===== config.mk =====
export PLATFORM = sky130hd
export DESIGN_NAME = vid_timing_gen
export DESIGN_NICKNAME = d
export VERILOG_FILES = /design/src/rtl/vid_timing_gen.sv
export SDC_FILE = /design/constraint.sdc
export NUM_CORES = 1
export LEC_CHECK = 0
export ABC_AREA = 1
export ABC_CLOCK_PERIOD_IN_PS = 4410
export BUFFER_PORTS_ARGS = -buffer_cell sky130_fd_sc_hd__buf_4
export CAP_MARGIN = 10
export CORE_ASPECT_RATIO = 1.4
export CORE_UTILIZATION = 48
export CTS_CLUSTER_SIZE = 16
export DETAILED_ROUTE_END_ITERATION = 7
export MAX_ROUTING_LAYER = met4
export PLACE_DENSITY = 0.83
export SYNTH_ARGS = -nofsm -noshare
export SYNTH_HDL_FRONTEND = slang
export SYNTH_SLANG_ARGS = --single-unit

===== constraint.sdc =====
create_clock -name iCLK -period 4.41 [get_ports iCLK]
set_clock_uncertainty 0.15 [all_clocks]
set_input_delay 0.2205 -clock iCLK [delete_from_list [all_inputs] [get_ports iCLK]]
set_output_delay 0.2205 -clock iCLK [all_outputs]
set_load 0.005 [all_outputs]

===== src/rtl/vid_timing_gen.sv =====
// Video timing generator: raster counters, HS/VS/DE, and an RGB555 stream consumer
// that locks the stream's frame start to the raster origin and expands pixels to RGB888.
module vid_timing_gen #(
  parameter int unsigned H_ACTIVE = 640,
  parameter int unsigned H_FP     = 16,
  parameter int unsigned H_SYNC   = 96,
  parameter int unsigned H_BP     = 48,
  parameter int unsigned V_ACTIVE = 480,
  parameter int unsigned V_FP     = 10,
  parameter int unsigned V_SYNC   = 2,
  parameter int unsigned V_BP     = 33,
  parameter logic        HS_POL   = 1'b0,
  parameter logic        VS_POL   = 1'b0
) (
  input  logic        iCLK,
  input  logic        iRESETn,
  input  logic [14:0] iST_DATA,
  input  logic        iST_DV,
  input  logic        iST_START,
  output logic        oST_READY,
  output logic [7:0]  oRED,
  output logic [7:0]  oGRN,
  output logic [7:0]  oBLU,
  output logic        oHS,
  output logic        oVS,
  output logic        oDE,
  output logic        oFRAME,
  output logic        oUNDERRUN
);

  localparam int unsigned H_TOTAL = H_ACTIVE + H_FP + H_SYNC + H_BP;
  localparam int unsigned V_TOTAL = V_ACTIVE + V_FP + V_SYNC + V_BP;
  localparam int unsigned HW      = $clog2(H_TOTAL);
  localparam int unsigned VW      = $clog2(V_TOTAL);

  localparam logic [HW-1:0] H_LAST   = HW'(H_TOTAL - 1);
  localparam logic [HW-1:0] H_ACT    = HW'(H_ACTIVE);
  localparam logic [HW-1:0] HS_START = HW'(H_ACTIVE + H_FP);
  localparam logic [HW-1:0] HS_END   = HW'(H_ACTIVE + H_FP + H_SYNC);
  localparam logic [VW-1:0] V_LAST   = VW'(V_TOTAL - 1);
  localparam logic [VW-1:0] V_ACT    = VW'(V_ACTIVE);
  localparam logic [VW-1:0] VS_START = VW'(V_ACTIVE + V_FP);
  localparam logic [VW-1:0] VS_END   = VW'(V_ACTIVE + V_FP + V_SYNC);

  localparam logic [0:0] S_SYNC_WAIT = 1'b0;
  localparam logic [0:0] S_RUN       = 1'b1;

  logic [HW-1:0] h_q, h_d;
  logic [VW-1:0] v_q, v_d;
  logic [0:0]    state_q, state_d;
  logic [7:0]    red_q, grn_q, blu_q;
  logic          hs_q, vs_q, de_q, frame_q, under_q;

  logic origin_c, active_c, hs_act_c, vs_act_c;
  logic ready_c, show_c, under_c;

  assign origin_c = (h_q == '0) && (v_q == '0);
  assign active_c = (h_q < H_ACT) && (v_q < V_ACT);
  assign hs_act_c = (h_q >= HS_START) && (h_q < HS_END);
  assign vs_act_c = (v_q >= VS_START) && (v_q < VS_END);

  // Raster advance, lock FSM and stream handshake
  always_comb begin
    h_d     = (h_q == H_LAST) ? '0 : h_q + HW'(1);
    v_d     = v_q;
    state_d = state_q;
    ready_c = 1'b0;
    show_c  = 1'b0;
    under_c = 1'b0;
    if (h_q == H_LAST) begin
      v_d = (v_q == V_LAST) ? '0 : v_q + VW'(1);
    end
    case (state_q)
      S_SYNC_WAIT: begin
        // Non-start pixels are drained; a start pixel waits for the origin
        ready_c = iST_START ? origin_c : 1'b1;
        if (iST_DV && iST_START && origin_c) begin
          show_c  = 1'b1;
          state_d = S_RUN;
        end
      end
      S_RUN: begin
        ready_c = active_c && !(iST_START && !origin_c);
        if (active_c && !iST_DV) begin
          under_c = 1'b1;
          state_d = S_SYNC_WAIT;
        end else if (iST_DV && iST_START && !origin_c) begin
          state_d = S_SYNC_WAIT;
        end else if (active_c) begin
          show_c = 1'b1;
        end
      end
      default: state_d = S_SYNC_WAIT;
    endcase
    if (!iRESETn) begin
      ready_c = 1'b0;
    end
  end

  always_ff @(posedge iCLK) begin
    if (!iRESETn) begin
      h_q     <= '0;
      v_q     <= '0;
      state_q <= S_SYNC_WAIT;
      red_q   <= '0;
      grn_q   <= '0;
      blu_q   <= '0;
      hs_q    <= ~HS_POL;
      vs_q    <= ~VS_POL;
      de_q    <= 1'b0;
      frame_q <= 1'b0;
      under_q <= 1'b0;
    end else begin
      h_q     <= h_d;
      v_q     <= v_d;
      state_q <= state_d;
      red_q   <= show_c ? {iST_DATA[14:10], iST_DATA[14:12]} : 8'h00;
      grn_q   <= show_c ? {iST_DATA[9:5],   iST_DATA[9:7]}   : 8'h00;
      blu_q   <= show_c ? {iST_DATA[4:0],   iST_DATA[4:2]}   : 8'h00;
      hs_q    <= hs_act_c ? HS_POL : ~HS_POL;
      vs_q    <= vs_act_c ? VS_POL : ~VS_POL;
      de_q    <= active_c;
      frame_q <= origin_c;
      under_q <= under_c;
    end
  end

  assign oST_READY = ready_c;
  assign oRED      = red_q;
  assign oGRN      = grn_q;
  assign oBLU      = blu_q;
  assign oHS       = hs_q;
  assign oVS       = vs_q;
  assign oDE       = de_q;
  assign oFRAME    = frame_q;
  assign oUNDERRUN = under_q;

endmodule


# Word-level counts from Yosys, hierarchy flattened
# Index checks and enable logic that the tools add are counted.
[word_totals]
regBits = 50
in_bits = 19
output_inout_bits = 30
[op_classes]
add_sub_neg = 2
n_lt_le_gt_ge = 6
eq_ne = 2
mux = 15
bitwise_logic = 2
n_reduce_logical = 18
[op_table]
columns = ["cell", "n"]
rows = [
  ["adder 10 x 1 -> 10 bit, second input constant", 2],
  ["== test 10 bit, second input constant", 2],
  ["zero test 10 bit", 2],
  ["less-than comparator 10 bit, second input constant", 2],
  ["less-than comparator 10 x 9 -> 1 bit, second input constant", 2],
  ["2-to-1 mux 1 bit", 11],
  ["greater-or-equal comparator 10 bit, second input constant", 1],
  ["greater-or-equal comparator 10 x 9 -> 1 bit, second input constant", 1],
  ["logical AND 1 bit", 10],
  ["2-to-1 mux 10 bit", 1],
  ["one-hot mux 1 bit (2 select lines)", 3],
  ["AND reduction 2 bit", 2],
  ["zero test 1 bit", 3],
  ["NOT 1 bit", 2],
  ["OR reduction 2 bit", 1],
]

# Depth between registers and ports, before layout
[logic_depth]
depth_word = 8
mapped_depth = 9
depth_no_buf = 9

# Worst setup path before layout
# OpenSTA, ideal clock, no wires.
[synth_timing]
path_kind = "flip-flop to flip-flop"
from = "register h_q[0]"
to = "register v_q[9]"
setup_ns = 0.113
arrival_ns = 1.213
slack_ns = 2.934
stages_incl_launch_ff = 9
path_buffers = 0
path_cell_list = "dfxtp_1 -> ha_1 -> nand3_1 -> nor2_2 -> nand2_4 -> nor2_4 -> nand2_1 -> nor2_1 -> nor2_1"
[synth_between]
elab_chain_len = 1
[synth_lines]
columns = ["element", "line", "source"]
rows = [
  ["start: declaration", "48", "logic [HW-1:0] h_q, h_d;"],
  ["start signal: assignment", "102", "h_q <= '0;"],
  ["start signal: assignment", "114", "h_q <= h_d;"],
  ["== test 10 bit", "70", "if (h_q == H_LAST) begin"],
  ["end signal: assignment", "115", "v_q <= v_d;"],
  ["end: declaration", "49", "logic [VW-1:0] v_q, v_d;"],
]
# No other way between the ends.
# A chain may end at the register's enable or synchronous reset.

# Worst setup path in the final report
[layout_timing]
from = "register v_q[1]"
to = "output port oST_READY"
[layout_between]
elab_chain_len = 8
[layout_lines]
columns = ["element", "line", "source"]
rows = [
  ["parallel branches: the longest is 6 deep, another holds less-than comparator 10 x 9 -> 1 bit", "-", ""],
  ["one-hot mux 1 bit (2 select lines) *", "73", "case (state_q)"],
  ["2-to-1 mux 1 bit *", "95", "if (!iRESETn) begin"],
  ["end: declaration", "20", "output logic oST_READY,"],
]
# Every way passes the cells marked *.

==> results.md <==
- Setup repair bufs after CTS: 0
- Number of placed I/O pins: 49
- CP max-delay cell: dfxtp_1
- DIE WIDTH: approximately 56 um
- Critical-path maximum fanout: 3
- Final total power: roughly 720 uW
- Combinational fraction of design power: 10.4%
- Critical path's largest stage delay: ~0.33 ns
- DR vias: 1671
- Average footprint of a synthesized cell: 7.78 um2
- RSZ-0062 raised after global routing: false
- Number of maximum-capacitance violations: 0
- Synthesis-stage register bit count: 41
- Clock tree from TritonCTS: yes
- Instance count along the most critical hold path: 3
- Data required, critical path: 4.04 ns
- TritonCTS Buffers: 5
- Power share of the sequential group: a little over half
- Timing-limited maximum frequency: ~520 MHz
- First-pass GRT wire length: about 6.6 mm
- Count of buffering cells on the critical path with inverters included: 2
- Switching part of the total: ~22%
- Sequential-to-total area share from yosys stat: 41.9%
- Worst-Skew Late Latency: 0.29 ns
- Clock transition at path regs: 0.07 ns
- Detailed Route WL: 3.76 mm
- Status: completed
- Peak supply drop: 0.213 mV
- Worst min path class: in -> reg
- Proportion of layout cells with a drive suffix above 1: 30.1%
- Clock Path Buffers: 2
- Detail-routed net length per standard cell: 10.9 um
- Leading cell type in the layout, fill and taps excluded: buf_4
- Fraction of synthesized area in multiplexers: 0%
- Fill count: 354
- Total Nets Final: 324
- Class of the most critical setup path: reg -> out
- DRT antenna net count: 0
- Simple-Gate Fraction of Synth Area: 35.3%
- CP Cell Sequence: inv_1 -> ha_1 -> nor3b_2 -> nand3_2 -> a21oi_1 -> buf_4
- Delay-heaviest family, CP: flip-flops
- Total instance count after detailed placement: 332
- GRT Residual Overflow: 0
- Xor-xnor portion of the synthesized cell area: about 1.8%
- Total nets after synthesis: 275
- Area fraction in compound gates after synthesis: 4.92%
- Final Cycle Share: 43.8%
- Remaining DRCs: 0
- Via count of the first global-routing pass: 1645
- Worst slew margin relative to its limit: 75.1%
- Adder-cell area share of the yosys netlist: 2.55%
- DR iter-0 viols: 42
- Chip height: 77.6 um
- Largest family of logic cells by synthesized area: simple AND/OR/NAND/NOR gates
- Initial antenna violation count: 0
- Number of warning messages in the yosys log: 0
- Net switching power figure: roughly 160 uW
- Commonest cells after routing, fill and taps aside: buf_4, dfxtp_1, inv_1
- Final design utilization: 62.0%
- Setup slack after placement: 2.54 ns
- Half-perimeter wire length of the detailed placement result: approximately 2.9 mm
- Standard-cell row count: 27
- Total of endpoints with negative setup slack in the final report: 0
- Count of cell instances traversed by the critical path: 6
- Number of hold-slack violations in the final timing report: 0
- Power Density: 298 nW/um2
- Starting density of the core: 50.0%
- Post-layout worst setup margin: 2.48 ns
- Weighted congestion reported at the end of routability-driven placement: 0.897
- Register-to-Register Path Depth: 8
- Max-slew violation total from the final report: 0
- Critical path endpoint category: output port
- Post-synthesis to final-layout area growth: 24.0%
- Count of inserted antenna diode cells: 0
- Detailed-route vias per instance: between 4 and 5
- Reported leakage power: 0.00118 uW
- Final TNS setup: 0 ns
- Post-Synthesis Cell Area: 1960 um2
- Clock root buffer: clkbuf_8
- Startpoint type of the worst setup path: flop
- Number of distinct library cell variants in the gate-level netlist after synthesis: 29
- Slew @ Worst Pin: between 0.3 and 0.4 ns
- Maximum number of pins on one net before global-route repair: 16
- Core Region: roughly 3900 um2
- Number of H-tree branching levels: 2
- Count of non-filler cells in the finished layout: 345
- Number of port buffers: 48
- Min cycle time layout: 1.93 ns
- Worst endpoint data arrival time: 1.56 ns
- Count of TritonRoute iterations in the first routing pass: 4
- Synthesized instance count: 252
- Number of sinks driven by the clock tree: 41
- Proportion of power drawn by the clock network: a little over a third
- All-layer global routing usage: 19.6%
- Internal Pwr Total: 562 uW
- Total die area: 4340 um2
power groups by stage:
stage	clock network, uW	registers [uW]	logic, uW
3_5_place_dp	0	395	72.8
5_1_grt	286	387	83.8
3_3_place_gp	0	394	71.5
2_1_floorplan	0	395	43.3
4_1_cts	270	386	76.7
6_report	263	386	75.7
sequential cells by signal, summed over array words and instances (netlist names):
name	flops
h_q	10
oRED	5
oDE	1
oUNDERRUN	1
oVS	1
oHS	1
oGRN	5
oBLU	5
oFRAME	1
v_q	10
state_q	1
final timing paths:
| kind | end | slack, ns | from |
|---|---|---|---|
| hold reg to reg | h_q[0] | 0.33 | h_q[0] |
| setup / recovery | oST_READY | 2.48 | v_q[1] |
| hold / removal | oGRN[2] | 0.0007 | iST_DATA[9] |
| setup reg to reg | v_q[3] | 2.53 | h_q[0] |
cell usage after synthesis:
library cell	number	area (um2)
nand2_4	1	11.3
nor3_1	5	25.0
o211ai_1	1	7.51
o21ai_1	1	5.00
nand2_1	38	143
ha_1	4	50.1
nand3_2	2	20.0
a21o_1	1	7.51
a21oi_1	8	40.0
inv_1	39	146
nor2_4	12	135
nor4_1	2	12.5
dfxtp_1	41	821
nand3_1	12	60.1
xnor2_1	2	17.5
xor2_1	2	17.5
clkinv_2	1	5.00
nor2_2	4	25.0
buf_4	10	75.1
nand3_4	1	17.5
o21ai_0	4	20.0
nand4_1	7	43.8
nand2_2	7	43.8
buf_12	1	20.0
a31o_2	1	8.76
nor3b_2	1	12.5
nor2_1	38	143
o21bai_1	1	7.51
inv_2	5	18.8
stage by stage:
| stage | cell area [um2] | hold WS (ns) |
|---|---|---|
| global placement | 2280 | 0.256 |
| global route | 2430 | 0.0147 |
| detailed placement | 2280 | 0.256 |
| floorplan | 1960 | 0.148 |
| finish | 2430 | 0.000728 |
| CTS | 2430 | 0.000594 |
worst min-delay path: cells and delay by family:
family,cells,cell delay [ns]
buf+inv,2,0.15
simple gates,1,0.04
cell type report:
class,count,area (um2),share of cell area (%)
clock buffers,7,96.3,3.96
multi-input cells,155,873,35.9
flip-flops and latches,41,821,33.8
well taps,43,53.8,2.21
clock inverters,1,5.00,0.206
repair buffers,53,410,16.9
inverters,45,170,7.00
per-layer routing:
layer	GRT usage (%)	part of all wire (%)
met2	34.3	52
met4	10.5	2.8
met3	5.50	6.1
met1	19.3	39
met5	-	0
cell families (layout without fill, tap and decap cells):
kind of cell	Yosys count	after routing
AND/OR/NAND/NOR	130	130
buffers and inverters	56	106
flip-flops	41	41
AO/OA/AOI/OAI	17	17
adder cells (fa/ha/maj)	4	4
XOR/XNOR	4	4
repair_timing:
action | in CTS | in global routing
endpoints found under the setup margin | 0 | 0
gates resized for setup | 0 | 0
hold buffers | 5 | 0
hold endpoints to repair | 5 | 0
Note: power is estimated with default switching activity, not from simulation.
